[config.mk]
export PLATFORM = sky130hd
export DESIGN_NAME = hazard_ctrl
export DESIGN_NICKNAME = d
export VERILOG_FILES = /design/src/rtl/riscv_pkg.sv /design/src/rtl/sat_counter.sv /design/src/rtl/hazard_ctrl.sv
export SDC_FILE = /design/constraint.sdc
export NUM_CORES = 1
export LEC_CHECK = 0
export ABC_AREA = 0
export BUFFER_PORTS_ARGS = -buffer_cell sky130_fd_sc_hd__buf_2
export CAP_MARGIN = 0
export CORE_UTILIZATION = 50
export DETAILED_ROUTE_END_ITERATION = 8
export PLACE_DENSITY_LB_ADDON = 0.2
export SYNTH_ARGS = -nofsm -noshare
export SYNTH_HDL_FRONTEND = slang
export SYNTH_SLANG_ARGS = --single-unit
[constraint.sdc]
create_clock -name clk -period 2.35 [get_ports clk]
set_input_delay 0.1175 -clock clk [delete_from_list [all_inputs] [get_ports clk]]
set_output_delay 0.1175 -clock clk [all_outputs]
set_load 0.03 [all_outputs]
[src/rtl/riscv_pkg.sv]
// Shared encodings for the 5-stage RISC-V pipeline: result selects, forwarding
// mux selects and the hazard controller's memory-wait FSM states.
package riscv_pkg;

   localparam logic [1:0] RESULT_LOAD = 2'b01;

   localparam logic [1:0] FWD_RF = 2'b00;
   localparam logic [1:0] FWD_W  = 2'b01;
   localparam logic [1:0] FWD_M  = 2'b10;

   typedef enum logic [1:0] {
      IDLE = 2'b00,
      WAIT = 2'b01,
      ERR  = 2'b10
   } hz_state_t;

   // M has priority over W; x0 is never forwarded.
   function automatic logic [1:0] fwd_sel(input logic       reg_write_m,
                                          input logic [4:0] rd_m,
                                          input logic       reg_write_w,
                                          input logic [4:0] rd_w,
                                          input logic [4:0] rs);
      logic [1:0] sel;
      sel = FWD_RF;
      if (reg_write_m && (rd_m != 5'd0) && (rd_m == rs))
         sel = FWD_M;
      else if (reg_write_w && (rd_w != 5'd0) && (rd_w == rs))
         sel = FWD_W;
      return sel;
   endfunction

endpackage

[src/rtl/sat_counter.sv]
// Event counter that sticks at all-ones instead of wrapping.
module sat_counter #(
   parameter int unsigned W = 16
) (
   input  logic         clk,
   input  logic         rst,
   input  logic         inc,
   output logic [W-1:0] q
);

   always_ff @(posedge clk or posedge rst) begin
      if (rst)
         q <= '0;
      else if (inc && (q != '1))
         q <= q + W'(1);
   end

endmodule

[src/rtl/hazard_ctrl.sv]
// Pipeline hazard controller: forwarding, load-use stall, branch flush, and a
// freeze FSM for multi-cycle data memory accesses with timeout.
module hazard_ctrl
   import riscv_pkg::*;
#(
   parameter int unsigned MEM_TIMEOUT = 16,
   parameter int unsigned CNT_W       = 16
) (
   input  logic             clk,
   input  logic             rst,
   input  logic [4:0]       Rs1D,
   input  logic [4:0]       Rs2D,
   input  logic [4:0]       Rs1E,
   input  logic [4:0]       Rs2E,
   input  logic [4:0]       RdE,
   input  logic [1:0]       ResultSrcE,
   input  logic             PCSrcE,
   input  logic [4:0]       RdM,
   input  logic             RegWriteM,
   input  logic             MemWriteM,
   input  logic [1:0]       ResultSrcM,
   input  logic [4:0]       RdW,
   input  logic             RegWriteW,
   input  logic             dmem_ready,
   output logic             StallF,
   output logic             StallD,
   output logic             StallE,
   output logic             StallM,
   output logic             FlushD,
   output logic             FlushE,
   output logic             FlushW,
   output logic [1:0]       ForwardAE,
   output logic [1:0]       ForwardBE,
   output logic             mem_err,
   output logic [CNT_W-1:0] stall_cnt,
   output logic [CNT_W-1:0] flush_cnt
);

   hz_state_t  state, state_nxt;
   logic [7:0] wait_cnt, wait_cnt_nxt;
   logic       mem_err_nxt;
   logic       freeze;
   logic       lw_stall;
   logic       mem_op_m;

   assign ForwardAE = fwd_sel(RegWriteM, RdM, RegWriteW, RdW, Rs1E);
   assign ForwardBE = fwd_sel(RegWriteM, RdM, RegWriteW, RdW, Rs2E);

   assign lw_stall = (ResultSrcE == RESULT_LOAD) && (RdE != 5'd0) &&
                     ((RdE == Rs1D) || (RdE == Rs2D));
   assign mem_op_m = MemWriteM || (ResultSrcM == RESULT_LOAD);

   always_ff @(posedge clk or posedge rst) begin
      if (rst) begin
         state    <= IDLE;
         wait_cnt <= '0;
         mem_err  <= 1'b0;
      end else begin
         state    <= state_nxt;
         wait_cnt <= wait_cnt_nxt;
         mem_err  <= mem_err_nxt;
      end
   end

   // The IDLE cycle that launches a stalled access already counts as wait 1.
   always_comb begin
      state_nxt    = state;
      wait_cnt_nxt = wait_cnt;
      mem_err_nxt  = mem_err;
      freeze       = 1'b0;
      case (state)
         IDLE: begin
            if (mem_op_m && !dmem_ready) begin
               freeze       = 1'b1;
               state_nxt    = WAIT;
               wait_cnt_nxt = 8'd1;
            end
         end
         WAIT: begin
            if (dmem_ready) begin
               state_nxt    = IDLE;
               wait_cnt_nxt = '0;
            end else begin
               freeze = 1'b1;
               if (wait_cnt == 8'(MEM_TIMEOUT)) begin
                  state_nxt   = ERR;
                  mem_err_nxt = 1'b1;
               end else begin
                  wait_cnt_nxt = wait_cnt + 8'd1;
               end
            end
         end
         ERR: begin
            freeze      = 1'b1;
            mem_err_nxt = 1'b1;
         end
         default: begin
            state_nxt    = IDLE;
            wait_cnt_nxt = '0;
         end
      endcase
   end

   // A freeze holds D and E, so branch/load-use decisions simply reappear later.
   always_comb begin
      StallF = 1'b0;
      StallD = 1'b0;
      StallE = 1'b0;
      StallM = 1'b0;
      FlushD = 1'b0;
      FlushE = 1'b0;
      FlushW = 1'b0;
      if (freeze) begin
         StallF = 1'b1;
         StallD = 1'b1;
         StallE = 1'b1;
         StallM = 1'b1;
         FlushW = 1'b1;
      end else begin
         StallF = lw_stall;
         StallD = lw_stall;
         FlushD = PCSrcE;
         FlushE = lw_stall || PCSrcE;
      end
   end

   sat_counter #(.W(CNT_W)) u_stall_cnt (
      .clk (clk),
      .rst (rst),
      .inc (freeze || lw_stall),
      .q   (stall_cnt)
   );

   sat_counter #(.W(CNT_W)) u_flush_cnt (
      .clk (clk),
      .rst (rst),
      .inc (FlushE),
      .q   (flush_cnt)
   );

endmodule

==> summary.txt <==
Final layout
  • Ant. Diodes: 0
  • NumNets Final: 402
  • Fill cells: 419
  • Layout cells sized above 1: 32.9%
  • Area grow syn2layout: 24.5%
  • Fin util: 66.5%

Placement
  • IO buf count: 89
  • Post-DP HPWL: 4150 um
  • GPL Wtd Cong: 0.807

Synthesis
  • Cells after synthesis: 256
  • Share of Yosys cell area claimed by the top area cell type: 41.5%
  • Async S/R FF share, synth: 100%
  • Syn_nets: 306
  • Synth Warn #: 0
  • Post-synth cell types: 42
  • Sequential fraction of the synthesis area: 41.5%
  • Number of flops mapped to enable cells by yosys: 0
  • Register bit total from synthesis: 43
  • Synth top area cells: dfrtp_1 42%, xnor2_1 12%, xor2_1 8.5%
  • Synthesized cell area: 0.00259 mm^2
  • Synth area leader: dfrtp_1
  • Synthesized area per cell: 10.1 um^2
  • Ys flop type: dfrtp_1

Timing
  • Min Tclk post-route: 2.11 ns
  • Final hold vios: 0
  • Final Cycle Share: 89.6%
  • Slew Viols, Final: 0
  • RSZ-0062 raised after global routing: no
  • Achievable Freq: 475 MHz
  • TNS Setup: 0 ns
  • Worst-Margin Slew: 0.714 ns
  • Worst setup skew after layout: 0.00858 ns
  • Finish-stage setup viols: 0
  • Slew margin rel.: 52.4%

GRT
  • Initial antenna violation count: 0
  • GRT Residual Overflow: 0
  • Overall routing resource usage: 21.2%
  • Largest net degree at the start of global routing: 44
  • First-pass GRT wire length: 9070 um
  • Vias in the first global route: 2164

Route
  • Antenna-violating nets left: 0
  • DRT Pass-1 Iters: 4
  • Drt first-iter violations: 85
  • DRC: 0
  • Via count: 2186
  • WL/cell: 12.7 um
  • Routed Wire Length: 5320 um
  • Via density per instance: 5.20

Floorplan
  • Die Area: 0.00547 mm^2
  • CORE AREA: 0.00485 mm^2
  • # rows: 25
  • Die height: 74.0 um
  • I/O pins: 90
  • Initial Util: 53.4%
  • Die width: 74.0 um

Run
  • Max_cap viols: 0

Setup path
  • Crit path buf inv count: 2
  • Worst EP required: 2.23 ns
  • Slowest CP cell: dfrtp_1
  • CP Capture Type: primary output
  • Setup crit start kind: flop
  • Critical Path AT: 1.99 ns
  • CP cell instances: o31ai_4 -> nand2_4 -> o31ai_4 -> buf_4 -> buf_2
  • Most used cell along the critical path: o31ai_4
  • CP max FO: 12
  • CP delay by family, top: compound AO/OA/AOI/OAI gates
  • Setup CP Type: reg2out
  • Slowest stage delay, CP: 0.52 ns

Clocking
  • TritonCTS clock tree: yes
  • Clk Latency, worst-skew pair: 0.29 ns
  • CTS root buffer: clkbuf_8
  • CTS buffer count: 5
  • H-tree depth: 2
  • Clk sinks: 43
  • Reg clk slew, reported paths: 0.08 ns
  • Resize count post-CTS: 0
  • Clock Path Buffers: 2

Worst hold path
  • Hold crit path type: in2reg

Pwr
  • Worst VDD drop: 0.739 mV
  • Total power: 2290 uW
  • Leak: 0.00156 uW
  • Power per Cell Area: 709 mW/mm^2

Run status
  • Run status: complete, no violations
-- cell usage in the layout (no fill, tap or decap), types with 3 or more instances in the layout --
cell	instances
a21oi_1	3
a31oi_1	4
and2_1	7
and3_1	13
and4_1	4
buf_2	89
buf_4	6
clkbuf_8	7
dfrtp_1	43
ha_1	4
inv_1	6
mux2_1	3
nand2_1	14
nand3_1	19
nand4_1	14
nor2_1	10
nor2b_1	3
nor4_1	4
o21ai_0	9
or4_1	5
xnor2_1	35
xor2_1	25
-- registers in the layout (all words and copies together) (netlist names) --
| signal | flops |
|---|---|
| wait_cnt | 8 |
| state | 2 |
| u_flush_cnt.q | 16 |
| u_stall_cnt.q | 16 |
| mem_err | 1 |
-- power breakdown --
group | switching, uW | leakage, uW | internal, uW | total [uW]
logic | 481 | 0.000942 | 294 | 776
clock network | 249 | 0.0000505 | 267 | 516
registers | 138 | 0.000569 | 858 | 996
-- per-layer routing --
layer / vias up / global-route usage, % / part of all wire [%]
li1: 1093 / - / -
met1: 1027 / 26.0 / 45
met2: 53 / 37.2 / 49
met3: 13 / 4.47 / 3.6
met4: 0 / 7.05 / 2.2
met5: - / 0 / 0
-- worst register-to-register path, stage by stage (launching register included) --
cell and delay, ns:
dfrtp_1 0.52, o31ai_4 0.38, nand2_4 0.11, o31ai_4 0.30
buf_4 0.20, nand4_1 0.10, mux2_1 0.33
-- cells by family (layout without fill, tap and decap cells) --
| family | after synthesis | in the layout | share of synthesized area (%) |
|---|---|---|---|
| simple gates | 104 | 104 | 23.3 |
| flops | 43 | 43 | 41.5 |
| compound gates | 28 | 28 | 8.26 |
| buf+inv | 13 | 110 | 2.94 |
| xor+xnor | 60 | 60 | 20.3 |
| mux | 4 | 4 | 1.74 |
| fa+ha+maj | 4 | 4 | 1.93 |
-- final cells by class --
class	instances	area (um^2)	area share (%)
multi-input cells	200	1440	44.6
flip-flops and latches	43	1080	33.4
repair buffers	96	500	15.5
clock buffers	7	96.3	2.99
well taps	67	83.8	2.60
inverters	6	22.5	0.698
clock inverters	1	7.51	0.233
-- stage by stage --
stage	std cells	worst slack, ns	hold WS [ns]	area (um^2)
after floorplan	256	0.178	0.301	2590
after global placement	408	0.302	0.284	3090
after detailed placement	408	0.265	0.285	3090
after CTS	417	0.0168	0.129	3200
after global routing	420	0.144	0.138	3230
final	420	0.243	0.128	3230
-- cell usage after synthesis (all sizes together) (2+ instances only) --
| cell | number |
|---|---|
| inv | 6 |
| ha | 4 |
| xor2 | 25 |
| mux2 | 4 |
| dfrtp | 43 |
| nor2b | 4 |
| o31ai | 4 |
| nand2 | 16 |
| xnor2 | 35 |
| nand4 | 14 |
| or4 | 5 |
| nor3 | 3 |
| o21ai | 10 |
| a31oi | 4 |
| buf | 6 |
| nand2b | 2 |
| o21a | 2 |
| nor4 | 4 |
| nand3 | 19 |
| and2 | 7 |
| and4 | 4 |
| nor2 | 11 |
| and3 | 13 |
| a21oi | 3 |
-- path summary, 6_finish.rpt --
check,slack (ns),end,depth (start not counted),startpoint
max in group asynchronous,1.49,mem_err,4,rst
min in group asynchronous,0.50,u_flush_cnt.q[5],4,rst
hold reg to reg,0.47,mem_err,1,mem_err
setup / recovery,0.24,FlushE,5,state[0]
hold / removal,0.13,wait_cnt[0],3,dmem_ready
setup reg to reg,0.32,u_flush_cnt.q[14],6,state[0]
-- what timing repair did --
item                       CTS  global route
setup buffers                0             3
setup endpoints to repair    0             1
hold endpoints to repair    43             0
hold buffers                 1             0
Note: power is estimated with default switching activity, not from simulation.
